<file path="src/rtl/count_seq_pkg.sv">
// Shared types for the count sequencer: FSM state encoding and the
// buffered command record.
package count_seq_pkg;

  // Widest run length a command record can carry; LEN_W must not exceed it.
  localparam int CMD_LEN_MAX_W = 32;

  typedef enum logic [1:0] {
    IDLE = 2'd0,
    RUN  = 2'd1,
    DONE = 2'd2
  } seq_state_t;

  typedef struct packed {
    logic                     dir;
    logic [CMD_LEN_MAX_W-1:0] len;
  } cmd_t;

endpackage

</file>
<file path="src/rtl/count_seq_fifo.sv">
// Synchronous command FIFO. DEPTH must be a power of two (>= 2) so the
// pointers wrap naturally. Push when full and pop when empty are ignored;
// flush empties the FIFO and wins over push and pop in the same cycle.
module count_seq_fifo #(
  parameter int DEPTH = 4,
  parameter int WIDTH = 8
) (
  input  logic             clk,
  input  logic             reset,
  input  logic             i_flush,
  input  logic             i_push,
  input  logic [WIDTH-1:0] i_data,
  input  logic             i_pop,
  output logic [WIDTH-1:0] o_data,
  output logic             o_full,
  output logic             o_empty
);

  localparam int AW = $clog2(DEPTH);
  localparam int CW = AW + 1;

  logic [WIDTH-1:0] r_mem [DEPTH];
  logic [AW-1:0]    r_wr_ptr;
  logic [AW-1:0]    r_rd_ptr;
  logic [CW-1:0]    r_count;
  logic             w_do_push;
  logic             w_do_pop;

  assign o_full    = (r_count == CW'(DEPTH));
  assign o_empty   = (r_count == '0);
  assign o_data    = r_mem[r_rd_ptr];
  assign w_do_push = i_push && !o_full && !i_flush;
  assign w_do_pop  = i_pop && !o_empty && !i_flush;

  // Pointer and occupancy bookkeeping; simultaneous push and pop leave the count unchanged.
  always_ff @(posedge clk) begin
    if (reset || i_flush) begin
      r_wr_ptr <= '0;
      r_rd_ptr <= '0;
      r_count  <= '0;
    end else begin
      if (w_do_push) r_wr_ptr <= r_wr_ptr + AW'(1);
      if (w_do_pop)  r_rd_ptr <= r_rd_ptr + AW'(1);
      case ({w_do_push, w_do_pop})
        2'b10:   r_count <= r_count + CW'(1);
        2'b01:   r_count <= r_count - CW'(1);
        default: ;
      endcase
    end
  end

  // Storage array, written only on an accepted push.
  always_ff @(posedge clk) begin
    if (w_do_push) r_mem[r_wr_ptr] <= i_data;
  end

endmodule

</file>
<file path="src/rtl/count_sequencer.sv">
// Count sequencer: buffers {dir, len} commands and replays each one as a
// run of len enable cycles to an external up/down counter, followed by a
// one-cycle done pulse.
// Optional feature: define COUNT_SEQ_ABORT_EN to add the abort input, which
// drops the active command and flushes the queue without a done pulse.
//
//   state | meaning
//   ------+------------------------------------------------------------
//   IDLE  | waiting; pops the head command as soon as the FIFO has one
//   RUN   | counter enabled, one step per cycle until remaining hits 1
//   DONE  | command finished; done pulses for this single cycle
module count_sequencer #(
  parameter int LEN_W      = 16,
  parameter int FIFO_DEPTH = 4
) (
  input  logic             clk,
  input  logic             reset,
`ifdef COUNT_SEQ_ABORT_EN
  input  logic             abort,
`endif
  input  logic             cmd_valid,
  output logic             cmd_ready,
  input  logic             cmd_dir,
  input  logic [LEN_W-1:0] cmd_len,
  output logic             cnt_enable,
  output logic             cnt_upDown,
  output logic             busy,
  output logic             done
);

  import count_seq_pkg::*;

  seq_state_t       r_state;
  seq_state_t       w_next_state;
  logic [LEN_W-1:0] r_remaining;
  logic             r_dir;
  logic             r_updown_hold;
  logic             w_abort;
  logic             w_push;
  logic             w_pop;
  logic             w_fifo_full;
  logic             w_fifo_empty;
  logic [LEN_W:0]   w_fifo_q;
  cmd_t             w_head;

`ifdef COUNT_SEQ_ABORT_EN
  assign w_abort = abort;
`else
  assign w_abort = 1'b0;
`endif

  // Ready depends only on FIFO occupancy (and abort), never on cmd_valid.
  assign cmd_ready = !w_fifo_full && !w_abort;
  assign w_push    = cmd_valid && cmd_ready;
  assign w_head    = {w_fifo_q[LEN_W], CMD_LEN_MAX_W'(w_fifo_q[LEN_W-1:0])};

  assign busy       = (r_state != IDLE) || !w_fifo_empty;
  // Direction is shown live during a run and frozen at the last run's value otherwise.
  assign cnt_upDown = (r_state == RUN) ? r_dir : r_updown_hold;

  count_seq_fifo #(
    .DEPTH (FIFO_DEPTH),
    .WIDTH (LEN_W + 1)
  ) u_fifo (
    .clk     (clk),
    .reset   (reset),
    .i_flush (w_abort),
    .i_push  (w_push),
    .i_data  ({cmd_dir, cmd_len}),
    .i_pop   (w_pop),
    .o_data  (w_fifo_q),
    .o_full  (w_fifo_full),
    .o_empty (w_fifo_empty)
  );

  // State register.
  always_ff @(posedge clk) begin
    if (reset) r_state <= IDLE;
    else       r_state <= w_next_state;
  end

  // Next-state, pop request and counter/done outputs.
  always_comb begin
    w_next_state = r_state;
    w_pop        = 1'b0;
    cnt_enable   = 1'b0;
    done         = 1'b0;
    case (r_state)
      IDLE: begin
        if (!w_fifo_empty) begin
          w_pop        = 1'b1;
          w_next_state = (w_head.len != '0) ? RUN : DONE;
        end
      end
      RUN: begin
        cnt_enable = 1'b1;
        if (r_remaining == LEN_W'(1)) w_next_state = DONE;
      end
      DONE: begin
        done         = 1'b1;
        w_next_state = IDLE;
      end
      default: w_next_state = IDLE;
    endcase
    if (w_abort) begin
      w_next_state = IDLE;
      w_pop        = 1'b0;
      done         = 1'b0;
    end
  end

  // Run-length counter and direction latches.
  always_ff @(posedge clk) begin
    if (reset) begin
      r_remaining   <= '0;
      r_dir         <= 1'b1;
      r_updown_hold <= 1'b1;
    end else if (w_abort) begin
      r_remaining <= '0;
    end else begin
      if (w_pop) begin
        r_remaining <= w_head.len[LEN_W-1:0];
        r_dir       <= w_head.dir;
      end else if (r_state == RUN) begin
        r_remaining <= r_remaining - LEN_W'(1);
      end
      if (r_state == RUN) r_updown_hold <= r_dir;
    end
  end

endmodule
</file>
<file path="config.mk">
export PLATFORM = sky130hd
export DESIGN_NAME = count_sequencer
export DESIGN_NICKNAME = d
export VERILOG_FILES = /design/src/rtl/count_seq_pkg.sv /design/src/rtl/count_seq_fifo.sv /design/src/rtl/count_sequencer.sv
export SDC_FILE = /design/constraint.sdc
export NUM_CORES = 1
export LEC_CHECK = 0
export BUFFER_PORTS_ARGS = -buffer_cell sky130_fd_sc_hd__buf_2
export CORE_ASPECT_RATIO = 0.7
export CORE_MARGIN = 5
export CORE_UTILIZATION = 45
export CTS_CLUSTER_SIZE = 12
export DETAILED_ROUTE_END_ITERATION = 10
export HOLD_SLACK_MARGIN = 0.02
export PLACE_DENSITY_LB_ADDON = 0.05
export SLEW_MARGIN = 10
export SYNTH_ARGS = -nofsm -noshare
export SYNTH_HDL_FRONTEND = slang
export SYNTH_HIERARCHICAL = 1
export SYNTH_SLANG_ARGS = --single-unit
export TNS_END_PERCENT = 1
</file>
<file path="constraint.sdc">
create_clock -name clk -period 4.15 [get_ports clk]
set_clock_uncertainty 0.15 [all_clocks]
set_input_delay 0.2075 -clock clk [delete_from_list [all_inputs] [get_ports clk]]
set_output_delay 0.2075 -clock clk [all_outputs]
set_load 0.1 [all_outputs]
</file>
-- Word-level counts from Yosys, hierarchy flattened
Memory sizes are Yosys's and may differ from the RTL's. A register that Yosys moved wholly into a read port is not among the register bits.
Index checks and enable logic that the tools add are counted.
- register bits: 27
- RAM bits: 68
- output and inout port bits: 5
- word-level logic and storage cells: 50
- memories: 1
- $add $sub $neg: 5
- eq/ne operators: 8
- mux-type cells: 16
- reduce and logical (&&, ||, !) cells: 13
- memory list (name ; depth ; width ; rd ports ; clocked after memory_dff ; write ports ; line ; text):
    u_fifo.r_mem ; 4 ; 17 ; 1 ; 1 ; 1 ; count_seq_fifo.sv:22 ; logic [WIDTH-1:0] r_mem [DEPTH];
- operator list (kind ; number):
    $mux 16 ; 2
    $reduce_bool 32->1 ; 1
    $eq 16x1->1 const B ; 1
    $sub 16x1->16 const B ; 1
    $mux 2 ; 5
    $mux 1 ; 7
    $pmux 3 s2 ; 1
    $reduce_bool 2->1 ; 3
    $add 2x1->2 const B ; 2
    $eq 2x1->1 const B ; 2
    $eq 2x2->1 const B ; 2
    $ne 2x2->1 const B ; 2
    $pmux 2 s2 ; 1
    $add 3x1->3 const B ; 1
    $eq 3x3->1 const B ; 1
    $logic_and 1x1->1 ; 3
    $logic_not 3->1 ; 1
    $sub 3x1->3 const B ; 1
    $logic_not 1->1 ; 2
    $logic_not 2->1 ; 1
    $reduce_and 2->1 ; 1
    $logic_or 1x1->1 ; 1

-- Logic depth before layout (Yosys ltp)
- depth in word-level cells: 6
- depth in mapped cells: 13
- gate-level depth less buffers: 12

-- Modules after synthesis
Netlist, hierarchy kept.
- modules (own cells, without submodules) (module ; times used ; cells an instance ; area an instance (um^2)):
    count_seq_fifo ; 1 ; 146 ; 2975.4
    count_sequencer ; 1 ; 149 ; 1147.4

-- Least setup slack after synthesis
OpenSTA, ideal clock, no wires.
- kind: register -> register
- start: register u_fifo.r_count[0]
- end: register u_fifo.r_count[2]
- setup time: 70 ps
- arrival time: 2832 ps
- required time: 3930 ps
- slack: 1098 ps
- cell stages (with the launch flop): 13
- buffers on the path: 2
- cell sequence: dfxtp_1 > nor3_1 > or3_1 > inv_1 > buf_2 > buf_2 > nor3b_2 > ha_1 > inv_1 > fa_1 > xor2_1 > or3_2 > a21oi_1
- longest elaborated chain between the ends: 6
- ends and longest elaborated chain (item ; line ; text):
    start: declaration ; count_seq_fifo.sv:25 ; logic [CW-1:0] r_count;
    start signal: assignment ; count_seq_fifo.sv:45 ; 2'b10: r_count <= r_count + CW'(1);
    start signal: assignment ; count_seq_fifo.sv:46 ; 2'b01: r_count <= r_count - CW'(1);
    $logic_not 3->1 (*) ; count_seq_fifo.sv:30 ; assign o_empty = (r_count == '0);
    via w_fifo_empty ; count_sequencer.sv:42 ; logic w_fifo_empty;
    $mux 1 (*) ; count_sequencer.sv:90 ; if (!w_fifo_empty) begin
    $mux 1 (*) ; count_sequencer.sv:88 ; case (r_state)
    via w_pop ; count_sequencer.sv:40 ; logic w_pop;
    $logic_and 1x1->1 (*) ; count_seq_fifo.sv:33 ; assign w_do_pop = i_pop && !o_empty && !i_flush;
    via u_fifo.w_do_pop ; count_seq_fifo.sv:27 ; logic w_do_pop;
    $eq 2x1->1 / $eq 2x2->1 (equally long branches) ; count_seq_fifo.sv:44 ; case ({w_do_push, w_do_pop})
    $pmux 3 s2 / $reduce_bool 2->1 (equally long branches) ; -- ;
Mark *: on every way through the listed nets, which the timed path passes. The rest lies on a longest branch.
A chain may end at the register's enable or synchronous reset.

-- Worst setup path in the final report
- start: register u_fifo.r_count[0]
- end: register u_fifo.r_count[2]
- longest elaborated chain between the ends: 6
- ends and longest elaborated chain (item ; line):
    $logic_not 3->1 (*) ; count_seq_fifo.sv:30
    via w_fifo_empty ; count_sequencer.sv:42
    $mux 1 ; count_sequencer.sv:90
    $mux 1 ; count_sequencer.sv:88
    $logic_and 1x1->1 (*) ; count_seq_fifo.sv:33
    via u_fifo.w_do_pop ; count_seq_fifo.sv:27
    $eq 2x1->1 / $eq 2x2->1 (equally long branches) ; count_seq_fifo.sv:44
    $pmux 3 s2 / $reduce_bool 2->1 (equally long branches) ; --
Marked as above.

==> impl_results.rst <==
.. list-table::
   :header-rows: 1

   * - Metric
     - Value
   * - Number of cells in the finished layout apart from fillers
     - 471
   * - Die W
     - 124.4 µm
   * - Clock Latency Late Sink
     - 330 ps
   * - TritonCTS clock tree
     - done
   * - Number of global-route vias before repair
     - between 2k and 2.5k
   * - Remaining DRCs
     - 0
   * - Worst-Margin Slew
     - approximately 810 ps
   * - Reported max-cap violation count
     - 0
   * - CTS root buffer
     - sky130_fd_sc_hd__clkbuf_16
   * - Fraction of the cycle the final worst path needs
     - 74.75%
   * - Routability Congestion
     - 0.8355
   * - Type of the worst setup path
     - reg -> reg
   * - Drt via density
     - 5.285
   * - Sequential fraction of the synthesis area
     - 63.61%
   * - Floorplan core area
     - about 9000 µm²
   * - CTS H-tree lvls
     - 3
   * - Total Negative Setup Slacks
     - 0 ps
   * - Launch instance of the worst register-to-register path
     - u_fifo/r_count[0]
   * - Static Leakage
     - 1.654 nW
   * - Die span in y
     - 90.08 µm
   * - # Post-CTS Setup Buffers
     - 0
   * - Outcome
     - finished clean
   * - Share of async-settable or async-resettable flops after synthesis
     - 0%
   * - DR iter-0 viols
     - 184
   * - Highest-count cells in the layout ignoring fill and taps
     - 68 x sky130_fd_sc_hd__edfxtp_1, 29 x sky130_fd_sc_hd__dfxtp_1, 24 x sky130_fd_sc_hd__nand2_1, 24 x sky130_fd_sc_hd__buf_2, 18 x sky130_fd_sc_hd__nor2_1
   * - Reg area
     - 2623 µm²
   * - Initial Utilization
     - 45.81%
   * - Count of TritonRoute iterations in the first routing pass
     - 4
   * - Setup-violating endpoint count in the final report
     - 0
   * - I/O pin count
     - 25
   * - Number of clock sinks
     - just under 100
   * - Number of flops mapped to enable cells by yosys
     - 68
   * - Most common cell after layout, fill and taps aside
     - sky130_fd_sc_hd__edfxtp_1
   * - Startpoint class of the critical path
     - flop
   * - Worst Hold Depth
     - 2
   * - Hold-critical path endpoint
     - r_state[1]
   * - IO Port Bufs
     - 24
   * - Cell types with the largest area share after synthesis
     - sky130_fd_sc_hd__edfxtp_1 50%, sky130_fd_sc_hd__dfxtp_1 14%, sky130_fd_sc_hd__mux4_2 9.3%, sky130_fd_sc_hd__nand2_1 2.2%, sky130_fd_sc_hd__ha_1 2.1%
   * - Share of the synthesized area in the top cell type
     - 49.53%
   * - Wire length of the first global-routing pass
     - 13370 µm
   * - Area of the die
     - 11210 µm²
   * - Cell accounting for the most synthesized area
     - sky130_fd_sc_hd__edfxtp_1
   * - Synth-to-Final Area Change
     - 17.00%
   * - Post-Synthesis Cells
     - about 300
   * - Areal power density over the cells
     - 426.9 nW/µm²
   * - Worst path arrival time
     - 3220 ps
   * - Clock-pin slew of the registers on the worst-case setup and hold paths
     - 60 ps
   * - Post-synthesis instance area
     - about 4000 µm²
   * - Overflow left after global routing
     - 0
   * - Number of antenna violations at the first check in global routing
     - 0
   * - Final core utilization
     - 53.60%
   * - Number of routed nets with antenna violations
     - 0
   * - Maximum clock path buffer count
     - 2
   * - Final wirelength
     - 8105 µm
   * - Worst slew slack as a fraction of its limit
     - 46.17%
   * - Total routing usage reported by global routing
     - between 15 and 20%
   * - Mean instance size in the synthesized netlist
     - 13.98 µm²
   * - Worst reg2reg endpoint
     - u_fifo/r_count[2]
   * - Clock buffers created by TritonCTS
     - 9
   * - Number of cell instances on the worst register-to-register path
     - 10
   * - Worst Path Max Fanout
     - 13
   * - Fin. Hold Viols
     - 0
   * - Setup repair after global routing missed its margin
     - false
   * - Yosys warnings
     - 6
   * - Maximum resistive drop on vdd
     - 0.2270 mV
   * - Number of distinct library cells after synthesis
     - 59
   * - Placement Rows
     - 29
   * - Number of placed instances, taps included
     - 439
   * - Highest Clock Rate
     - approximately 320 MHz
   * - Antenna diode instance count
     - 0
   * - Worst hold slack
     - 156.3 ps
   * - Class of the tightest hold or removal check
     - in -> reg
   * - Filler cell count in the final layout
     - about 790
   * - Worst endpoint required time
     - about 4300 ps
   * - Area occupied by multi-input gates
     - about 1400 µm²
   * - Average wire length per cell after detail routing
     - about 17 µm
   * - Detailed Place HPWL
     - approximately 5500 µm
   * - Overall via count from detail_route
     - 2489
   * - Worst setup EP type
     - flop
   * - Main flop type after synthesis
     - sky130_fd_sc_hd__edfxtp_1
   * - Proportion of layout cells with a drive suffix above 1
     - roughly 20%
   * - Maximum number of pins on one net before global-route repair
     - 27
   * - Worst min-delay path startpoint
     - reset
   * - Number of pins exceeding their max-slew limit in the final report
     - 0
   * - Worst reg2reg setup slack
     - 1050 ps
   * - Post-synthesis sequential element count
     - 97
   * - Minimum period implied by the final worst setup slack
     - approximately 3100 ps
   * - Nets@finish
     - 371
[flip-flops by register name, summed over array words and instances (netlist names), named ones only]
register,count
u_fifo/r_mem,68
u_fifo/r_wr_ptr,2
r_updown_hold,1
r_state,2
r_dir,1
r_remaining,16
u_fifo/r_rd_ptr,2
u_fifo/r_count,3
[layer usage]
metal / vias up / wire [µm] / GRT usage (%)
met1: 1206 / 4088 / 22.88
met3: 12 / 347 / 3.791
met5: - / 0 / 0
met4: 0 / 125 / 4.927
li1: 1224 / - / -
met2: 47 / 3544 / 21.94
[what timing repair did]
action | 4_1_cts | 5_1_grt
resized for setup | 0 | 0
setup endpoints to repair | 0 | 0
endpoints found under the hold margin | 68 | 0
hold buffers | 17 | 0
[power by group]
group / total (mW) / internal (mW) / switching [mW]
registers: 1.08 / 1.06 / 0.0186
clock network: 0.782 / 0.460 / 0.322
logic: 0.199 / 0.0779 / 0.121
[cells in the mapped netlist (2+ instances only)]
| cell type | n |
|---|---|
| sky130_fd_sc_hd__mux4_2 | 17 |
| sky130_fd_sc_hd__nor3_1 | 6 |
| sky130_fd_sc_hd__nand3_1 | 7 |
| sky130_fd_sc_hd__o311ai_1 | 3 |
| sky130_fd_sc_hd__and3_2 | 4 |
| sky130_fd_sc_hd__or2_2 | 2 |
| sky130_fd_sc_hd__buf_4 | 2 |
| sky130_fd_sc_hd__nand4_1 | 3 |
| sky130_fd_sc_hd__xor2_1 | 2 |
| sky130_fd_sc_hd__inv_1 | 12 |
| sky130_fd_sc_hd__o31ai_1 | 2 |
| sky130_fd_sc_hd__a21oi_1 | 14 |
| sky130_fd_sc_hd__nand2_1 | 24 |
| sky130_fd_sc_hd__dfxtp_1 | 29 |
| sky130_fd_sc_hd__and3_1 | 2 |
| sky130_fd_sc_hd__a22oi_1 | 3 |
| sky130_fd_sc_hd__a31oi_1 | 6 |
| sky130_fd_sc_hd__or4_1 | 2 |
| sky130_fd_sc_hd__a221oi_1 | 2 |
| sky130_fd_sc_hd__nand2b_1 | 2 |
| sky130_fd_sc_hd__clkbuf_1 | 7 |
| sky130_fd_sc_hd__o211ai_1 | 2 |
| sky130_fd_sc_hd__or3_1 | 4 |
| sky130_fd_sc_hd__ha_1 | 7 |
| sky130_fd_sc_hd__nor4b_1 | 2 |
| sky130_fd_sc_hd__nor4_1 | 4 |
| sky130_fd_sc_hd__nor2b_1 | 3 |
| sky130_fd_sc_hd__edfxtp_1 | 68 |
| sky130_fd_sc_hd__o21ai_0 | 4 |
| sky130_fd_sc_hd__nor2_1 | 18 |
| sky130_fd_sc_hd__mux2i_1 | 2 |
| sky130_fd_sc_hd__buf_2 | 3 |
[stage by stage]
step / worst slack, ps / area, µm² / total power [mW]
floorplan: 1098 / 4145 / 1.231
global placement: 1114 / 4375 / 1.284
detailed placement: 1013 / 4375 / 1.286
CTS: 1019 / 4823 / 2.084
global route: 893.5 / 4823 / 2.152
finish: 1048 / 4823 / 2.059
[final cells by class]
class                   count  area share, %
multi-input cells         179          29.23
inverters                  12         0.9339
well taps                 124          3.217
clock buffers              11          4.825
clock inverters             4         0.9339
flip-flops and latches     97          54.37
repair buffers             44          6.485
[kinds of logic (layout without fill, tap and decap cells)]
logic type      Yosys count  after routing  synth area share (%)
flops                    97             97                 63.61
other cells               1              7               0.09096
xor+xnor                  3              3                0.6374
buf+inv                  25             71                 2.731
simple gates             94             94                 12.35
mux                      20             20                 10.05
compound gates           47             47                 7.922
fa+ha+maj                 8              8                 2.610
[worst max-delay path: stages (launching register included)]
cell and delay (ps):
sky130_fd_sc_hd__dfxtp_1 370, sky130_fd_sc_hd__nor3_1 130, sky130_fd_sc_hd__or3_1 560, sky130_fd_sc_hd__inv_1 140
sky130_fd_sc_hd__nor3b_2 300, sky130_fd_sc_hd__ha_1 250, sky130_fd_sc_hd__inv_1 60, sky130_fd_sc_hd__fa_1 370
sky130_fd_sc_hd__xor2_1 160, sky130_fd_sc_hd__or3_2 400, sky130_fd_sc_hd__a21oi_1 140
[worst max-delay path by stage]
stage                                 start                end  slack [ps]  cells after the start
final                     u_fifo/r_count[0]  u_fifo/r_count[2]        1050                     10
after global routing      u_fifo/r_count[0]  u_fifo/r_count[2]         890                     10
after CTS                 u_fifo/r_count[0]  u_fifo/r_count[2]        1020                     10
after detailed placement  u_fifo/r_count[0]  u_fifo/r_count[2]        1010                     10
after global placement    u_fifo/r_count[0]  u_fifo/r_count[2]        1110                     10
after floorplan           u_fifo/r_count[0]  u_fifo/r_count[2]        1100                     12
Power figures use the tool's default switching activity.
